==> config.mk <==
export PLATFORM = sky130hd
export DESIGN_NAME = fifo36_eth_padder
export DESIGN_NICKNAME = d
export VERILOG_FILES = /design/src/rtl/fifo36_pkg.sv /design/src/rtl/fifo36_eth_padder.sv
export SDC_FILE = /design/constraint.sdc
export NUM_CORES = 1
export LEC_CHECK = 0
export ABC_AREA = 1
export BUFFER_PORTS_ARGS = -buffer_cell sky130_fd_sc_hd__buf_2
export CAP_MARGIN = 15
export CORE_MARGIN = 2
export CORE_UTILIZATION = 55
export DETAILED_ROUTE_END_ITERATION = 8
export PLACE_DENSITY = 0.81
export SLEW_MARGIN = 20
export SYNTH_ARGS = -nofsm -noshare
export SYNTH_HDL_FRONTEND = slang
export SYNTH_SLANG_ARGS = --single-unit
==> constraint.sdc <==
create_clock -name clk -period 5.8 [get_ports clk]
set_input_delay 1.16 -clock clk [delete_from_list [all_inputs] [get_ports clk]]
set_output_delay 1.16 -clock clk [all_outputs]
set_load 0.02 [all_outputs]
==> src/rtl/fifo36_pkg.sv <==
// Shared definitions for 36-bit stream lines: field positions, padder states and byte-lane masks.
package fifo36_pkg;

  // Field positions inside a 36-bit line.
  localparam int unsigned SOF_BIT = 32;
  localparam int unsigned EOF_BIT = 33;
  localparam int unsigned OCC_LSB = 34;

  typedef enum logic [1:0] {
    StIdle = 2'd0,
    StPass = 2'd1,
    StPad  = 2'd2
  } state_e;

  // Keep mask for the data word given the occupancy field; 0 means all four bytes are valid.
  function automatic logic [31:0] occ_mask(input logic [1:0] occ);
    logic [31:0] mask;
    unique case (occ)
      2'd1:    mask = 32'hFF00_0000;
      2'd2:    mask = 32'hFFFF_0000;
      2'd3:    mask = 32'hFFFF_FF00;
      default: mask = 32'hFFFF_FFFF;
    endcase
    return mask;
  endfunction

endpackage

==> src/rtl/fifo36_eth_padder.sv <==
// Pads short frames on a 36-bit line stream up to MIN_LINES lines with zero-filled lines.
// Lines pass combinationally; only the trailing pad lines are generated locally.
module fifo36_eth_padder
  import fifo36_pkg::*;
#(
  parameter int unsigned MIN_LINES = 15,
  parameter int unsigned CNT_W     = 16
) (
  input  logic        clk,
  input  logic        reset,
  input  logic        clear,
  input  logic        enable,
  input  logic [35:0] data_i,
  input  logic        src_rdy_i,
  output logic        dst_rdy_o,
  output logic [35:0] data_o,
  output logic        src_rdy_o,
  input  logic        dst_rdy_i,
  output logic [15:0] pad_count
);

  localparam logic [CNT_W-1:0] MinLinesCnt = CNT_W'(MIN_LINES);
  localparam logic [CNT_W-1:0] CntMax      = '1;
  localparam logic [CNT_W-1:0] CntOne      = CNT_W'(1);

  state_e           state_q;
  logic [CNT_W-1:0] line_cnt_q;
  logic [CNT_W-1:0] pad_left_q;
  logic [15:0]      pad_count_q;
  logic             bypass_q;

  logic             in_sof;
  logic             in_eof;
  logic [1:0]       in_occ;
  logic [CNT_W-1:0] line_cnt_inc;
  logic [CNT_W-1:0] cnt_eof;
  logic             bypass_eff;
  logic             pad_req;
  logic [35:0]      trimmed_line;
  logic             in_xfer;
  logic             out_xfer;

  assign in_sof = data_i[SOF_BIT];
  assign in_eof = data_i[EOF_BIT];
  assign in_occ = data_i[OCC_LSB +: 2];

  // Frame length including the current line, and whether this EOF must be followed by padding.
  always_comb begin
    line_cnt_inc = (line_cnt_q == CntMax) ? CntMax : line_cnt_q + CntOne;
    // A SOF seen in idle is line 1 and its bypass decision comes straight from enable.
    cnt_eof      = (state_q == StIdle) ? CntOne : line_cnt_inc;
    bypass_eff   = (state_q == StIdle) ? ~enable : bypass_q;
    pad_req      = in_eof & ~bypass_eff & (cnt_eof < MinLinesCnt);
    // Last real line of a padded frame: EOF moves to the final pad line, dead lanes are zeroed.
    trimmed_line = {2'b00, 1'b0, in_sof, data_i[31:0] & occ_mask(in_occ)};
  end

  // Output mux and handshakes per state.
  always_comb begin
    data_o    = data_i;
    src_rdy_o = 1'b0;
    dst_rdy_o = 1'b0;
    unique case (state_q)
      StPass: begin
        src_rdy_o = src_rdy_i;
        dst_rdy_o = dst_rdy_i;
        if (pad_req) data_o = trimmed_line;
      end
      StPad: begin
        src_rdy_o = 1'b1;
        dst_rdy_o = 1'b0;
        data_o    = {2'b00, (pad_left_q == CntOne), 1'b0, 32'h0};
      end
      default: begin
        if (in_sof) begin
          src_rdy_o = src_rdy_i;
          dst_rdy_o = dst_rdy_i;
          if (pad_req) data_o = trimmed_line;
        end else begin
          // Mid-frame garbage after reset/clear is swallowed until the next SOF.
          dst_rdy_o = 1'b1;
        end
      end
    endcase
  end

  assign in_xfer   = src_rdy_i & dst_rdy_o;
  assign out_xfer  = src_rdy_o & dst_rdy_i;
  assign pad_count = pad_count_q;

  // Frame-tracking FSM with line counter, remaining-pad counter and padded-frame count.
  always_ff @(posedge clk or posedge reset) begin
    if (reset) begin
      state_q     <= StIdle;
      line_cnt_q  <= '0;
      pad_left_q  <= '0;
      pad_count_q <= '0;
      bypass_q    <= 1'b0;
    end else if (clear) begin
      state_q     <= StIdle;
      line_cnt_q  <= '0;
      pad_left_q  <= '0;
      pad_count_q <= '0;
      bypass_q    <= 1'b0;
    end else begin
      unique case (state_q)
        StPass: begin
          if (in_xfer) begin
            line_cnt_q <= line_cnt_inc;
            if (in_eof) begin
              if (pad_req) begin
                pad_left_q <= MinLinesCnt - cnt_eof;
                state_q    <= StPad;
              end else begin
                state_q <= StIdle;
              end
            end
          end
        end
        StPad: begin
          if (out_xfer) begin
            pad_left_q <= pad_left_q - CntOne;
            if (pad_left_q == CntOne) begin
              pad_count_q <= pad_count_q + 16'd1;
              state_q     <= StIdle;
            end
          end
        end
        default: begin
          if (in_xfer && in_sof) begin
            line_cnt_q <= CntOne;
            bypass_q   <= ~enable;
            if (in_eof) begin
              if (pad_req) begin
                pad_left_q <= MinLinesCnt - cnt_eof;
                state_q    <= StPad;
              end else begin
                state_q <= StIdle;
              end
            end else begin
              state_q <= StPass;
            end
          end
        end
      endcase
    end
  end

endmodule

==> results.cfg <==
[worst_setup_path]
cp_max_fo = 17
required_ns = 4.64
slowest_delay_ns = 0.43
worst_path_dominant_cell_family = simple AND/OR/NAND/NOR gates
start_kind = flop
r2r_setup_slack_ns = 2.33
r2r-start = state_q[0]
cp-end-kind = primary output
reg2reg_depth = 13
arrival_ns = 3.33
cpMaxStageDelayCell = clkinv_1
r2r-end = pad_left_q[4]
timing.critical_path.buf_inv = 4
crit_chain = inv_1 > ha_1 > clkinv_1 > o21ai_0 > ha_1 > nand2_2 > nor2_4 > nand2_2 > nor2_4 > nand3_4 > inv_2 > nand3_1 > nand2_1 > nor2_1 > buf_2
crit_type = flop to primary output

[routing]
drc = 0
vias = 4578
ant_nets = 0
first_pass_iters = 5
vias_per_cell = 5.44
wirelength_um = 11300
wl_per_cell_um = 13.4
drt_iter0_drc = 351

[placement]
gp_congestion = 0.949
io_buffers = 95
dpl_cell_area_um2 = 4670
dpl.hpwl_um = 8600
placedCellCount = 834

[clock_network]
hold_buffers = 0
cts_buffers = 5
clk_pin_slew_ns = 0.10
cts_buffer_depth = 2
postCtsSetupBuffers = 0
cts_root_buf = clkbuf_8
cts.htree.levels = 2
cts_tree = yes
cts-resized-gates = 0
clock_latency_ns = 0.31
cts_sinks = 51

[sta]
fmax_ghz = 0.223
setup_viol_count_final = 0
clock_skew_ns = 0.00932
fin_tns_setup_ns = 0
timing.final.crit_share = 0.774
slew_violations = 0
relSlewSlack = 0.340
grt_setup_unrepaired = no
worst_slew_pin_slew_ns = 0.987
hold_viol = 0
finalCriticalPeriod_ns = 4.49

[yosys]
yosys-top-cells-count = 166 x nand2_1, 93 x nor2_1, 84 x inv_1
ys_seq_area_frac = 0.309
yosysWarnings = 0
avgSynthCellArea_um2 = 6.32
synth_area_leader_cell = dfrtp_1
synth_edf_count = 0
synth_top_cell_area_share = 0.309
yosys.cell_count.top_type = nand2_1
synth.distinct_cells = 39
ys_ff_latch = 51
synthTopCellsByArea = dfrtp_1 31%, nand2_1 15%, nor2_1 8.5%
synth.net_count = 705
synthFlopType = dfrtp_1
synthArstFlopShare = 1.00
synth_cells = 653
netlist_area_um2 = 4130

[die]
core_area_um2 = 7250
io_pins = 96
die_x_um = 90.6
die-height_um = 90.6
row_count = 31
die_area_um2 = 8210
initial_core_util = 0.569

[global_routing]
globalRouteTotalUtil = 0.280
grt_pass1_wl_um = 19400
first_global_vias = 4229
grt_max_degree = 52
overflow = 0
antenna_found_initial = 0

[cells_and_area]
fin_area_um2 = 4760
seq_area_um2 = 1280
final_nets = 794
num_antenna_cells = 0
drive_above_1_share = 0.178
syn2layout_area_growth_pct = 15.5
multi_input_area_um2 = 2450
instances_no_fill = 842
fillers = 642
final_core_util = 0.657

[run_status]
status = finished clean

[pwr]
p_leak_nw = 2.56
p_per_area_nw_per_um2 = 377
p_total_mw = 1.80
ir_drop_uv = 184

[min_path]
hold_class = flop to flop
hold_depth = 2
worstHoldStart = pad_left_q[11]
hold_path_end = pad_left_q[11]

[flow_run]
maxCapViolations = 0
[layout make-up]
type,instances,share of cell area
multi-input combinational,498,0.514
timing repair buffer,96,0.101
tap,99,0.0260
clock buffer,7,0.0181
sequential,51,0.268
inverter,90,0.0712
clock inverter,1,0.00184
[stage by stage]
| step | worst slack [ns] | hold slack [ns] |
|---|---|---|
| final | 1.31 | 0.490 |
| after global placement | 1.77 | 0.463 |
| after detailed placement | 1.68 | 0.472 |
| after global routing | 0.977 | 0.531 |
| after CTS | 1.33 | 0.494 |
| after floorplan | 2.16 | 0.449 |
[cells by family after synthesis]
family,Yosys count,share of synthesized area
simple gates,373,0.399
compound gates,105,0.143
buf+inv,104,0.0976
flops,51,0.309
xor+xnor,10,0.0212
fa+ha+maj,10,0.0303
[per-layer routing]
metal,share of wire,track usage,up-vias
met2,0.50,0.498,165
li1,-,-,2295
met1,0.43,0.359,2099
met3,0.057,0.0359,19
met4,0.017,0.0692,0
met5,0,0,-
[registers in the layout (all words and copies together) (netlist names)]
name        count
bypass_q        1
line_cnt_q     16
pad_count      16
pad_left_q     16
state_q         2
[worst max-delay path by stage]
stage / endpoint / slack [ns] / from / cells past startpoint
global placement: data_o[10] / 1.77 / state_q[0] / 15
CTS: data_o[21] / 1.33 / state_q[0] / 15
finish: data_o[21] / 1.31 / state_q[0] / 15
global route: data_o[15] / 0.98 / state_q[1] / 15
detailed placement: data_o[21] / 1.68 / state_q[0] / 15
floorplan: data_o[34] / 2.16 / line_cnt_q[0] / 17
[worst register-to-register path: stages (launching register included)]
cell	delay, ns
dfrtp_1	0.39
inv_1	0.11
ha_1	0.31
clkinv_1	0.43
o21ai_0	0.28
ha_1	0.26
nand2_2	0.09
nor2_4	0.15
nand2_2	0.09
nor2_4	0.12
nand3_4	0.13
a21oi_2	0.75
nand2_1	0.14
o21ai_1	0.14
[power breakdown]
| group | internal, mW | switching [mW] | leakage [nW] |
|---|---|---|---|
| clock network | 0.0982 | 0.126 | 0.0484 |
| registers | 0.399 | 0.0364 | 0.700 |
| logic | 0.317 | 0.823 | 1.82 |
| total | 0.813 | 0.985 | 2.56 |
[cells in the final DEF, fill, tap and decap left out, drive strengths merged]
cell | netlist | layout
inv | 87 | 86
o31ai | 2 | 2
o22ai | 6 | 6
a21boi | 1 | 1
ha | 10 | 10
o211ai | 1 | 1
xor2 | 9 | 9
a31oi | 3 | 3
a211oi | 3 | 3
clkbuf | 10 | 7
a221oi | 2 | 2
nor2 | 104 | 104
nand4 | 13 | 13
o21ai | 62 | 62
buf | 4 | 96
nor4 | 2 | 2
a21oi | 21 | 21
or3 | 1 | 1
a32o | 1 | 1
nand3 | 62 | 62
clkinv | 3 | 5
xnor2 | 1 | 1
nor3 | 13 | 13
o41ai | 1 | 1
o21bai | 1 | 1
nand2 | 176 | 176
nand3b | 2 | 2
a41oi | 1 | 1
dfrtp | 51 | 51
(Power assumes the default switching activity.)
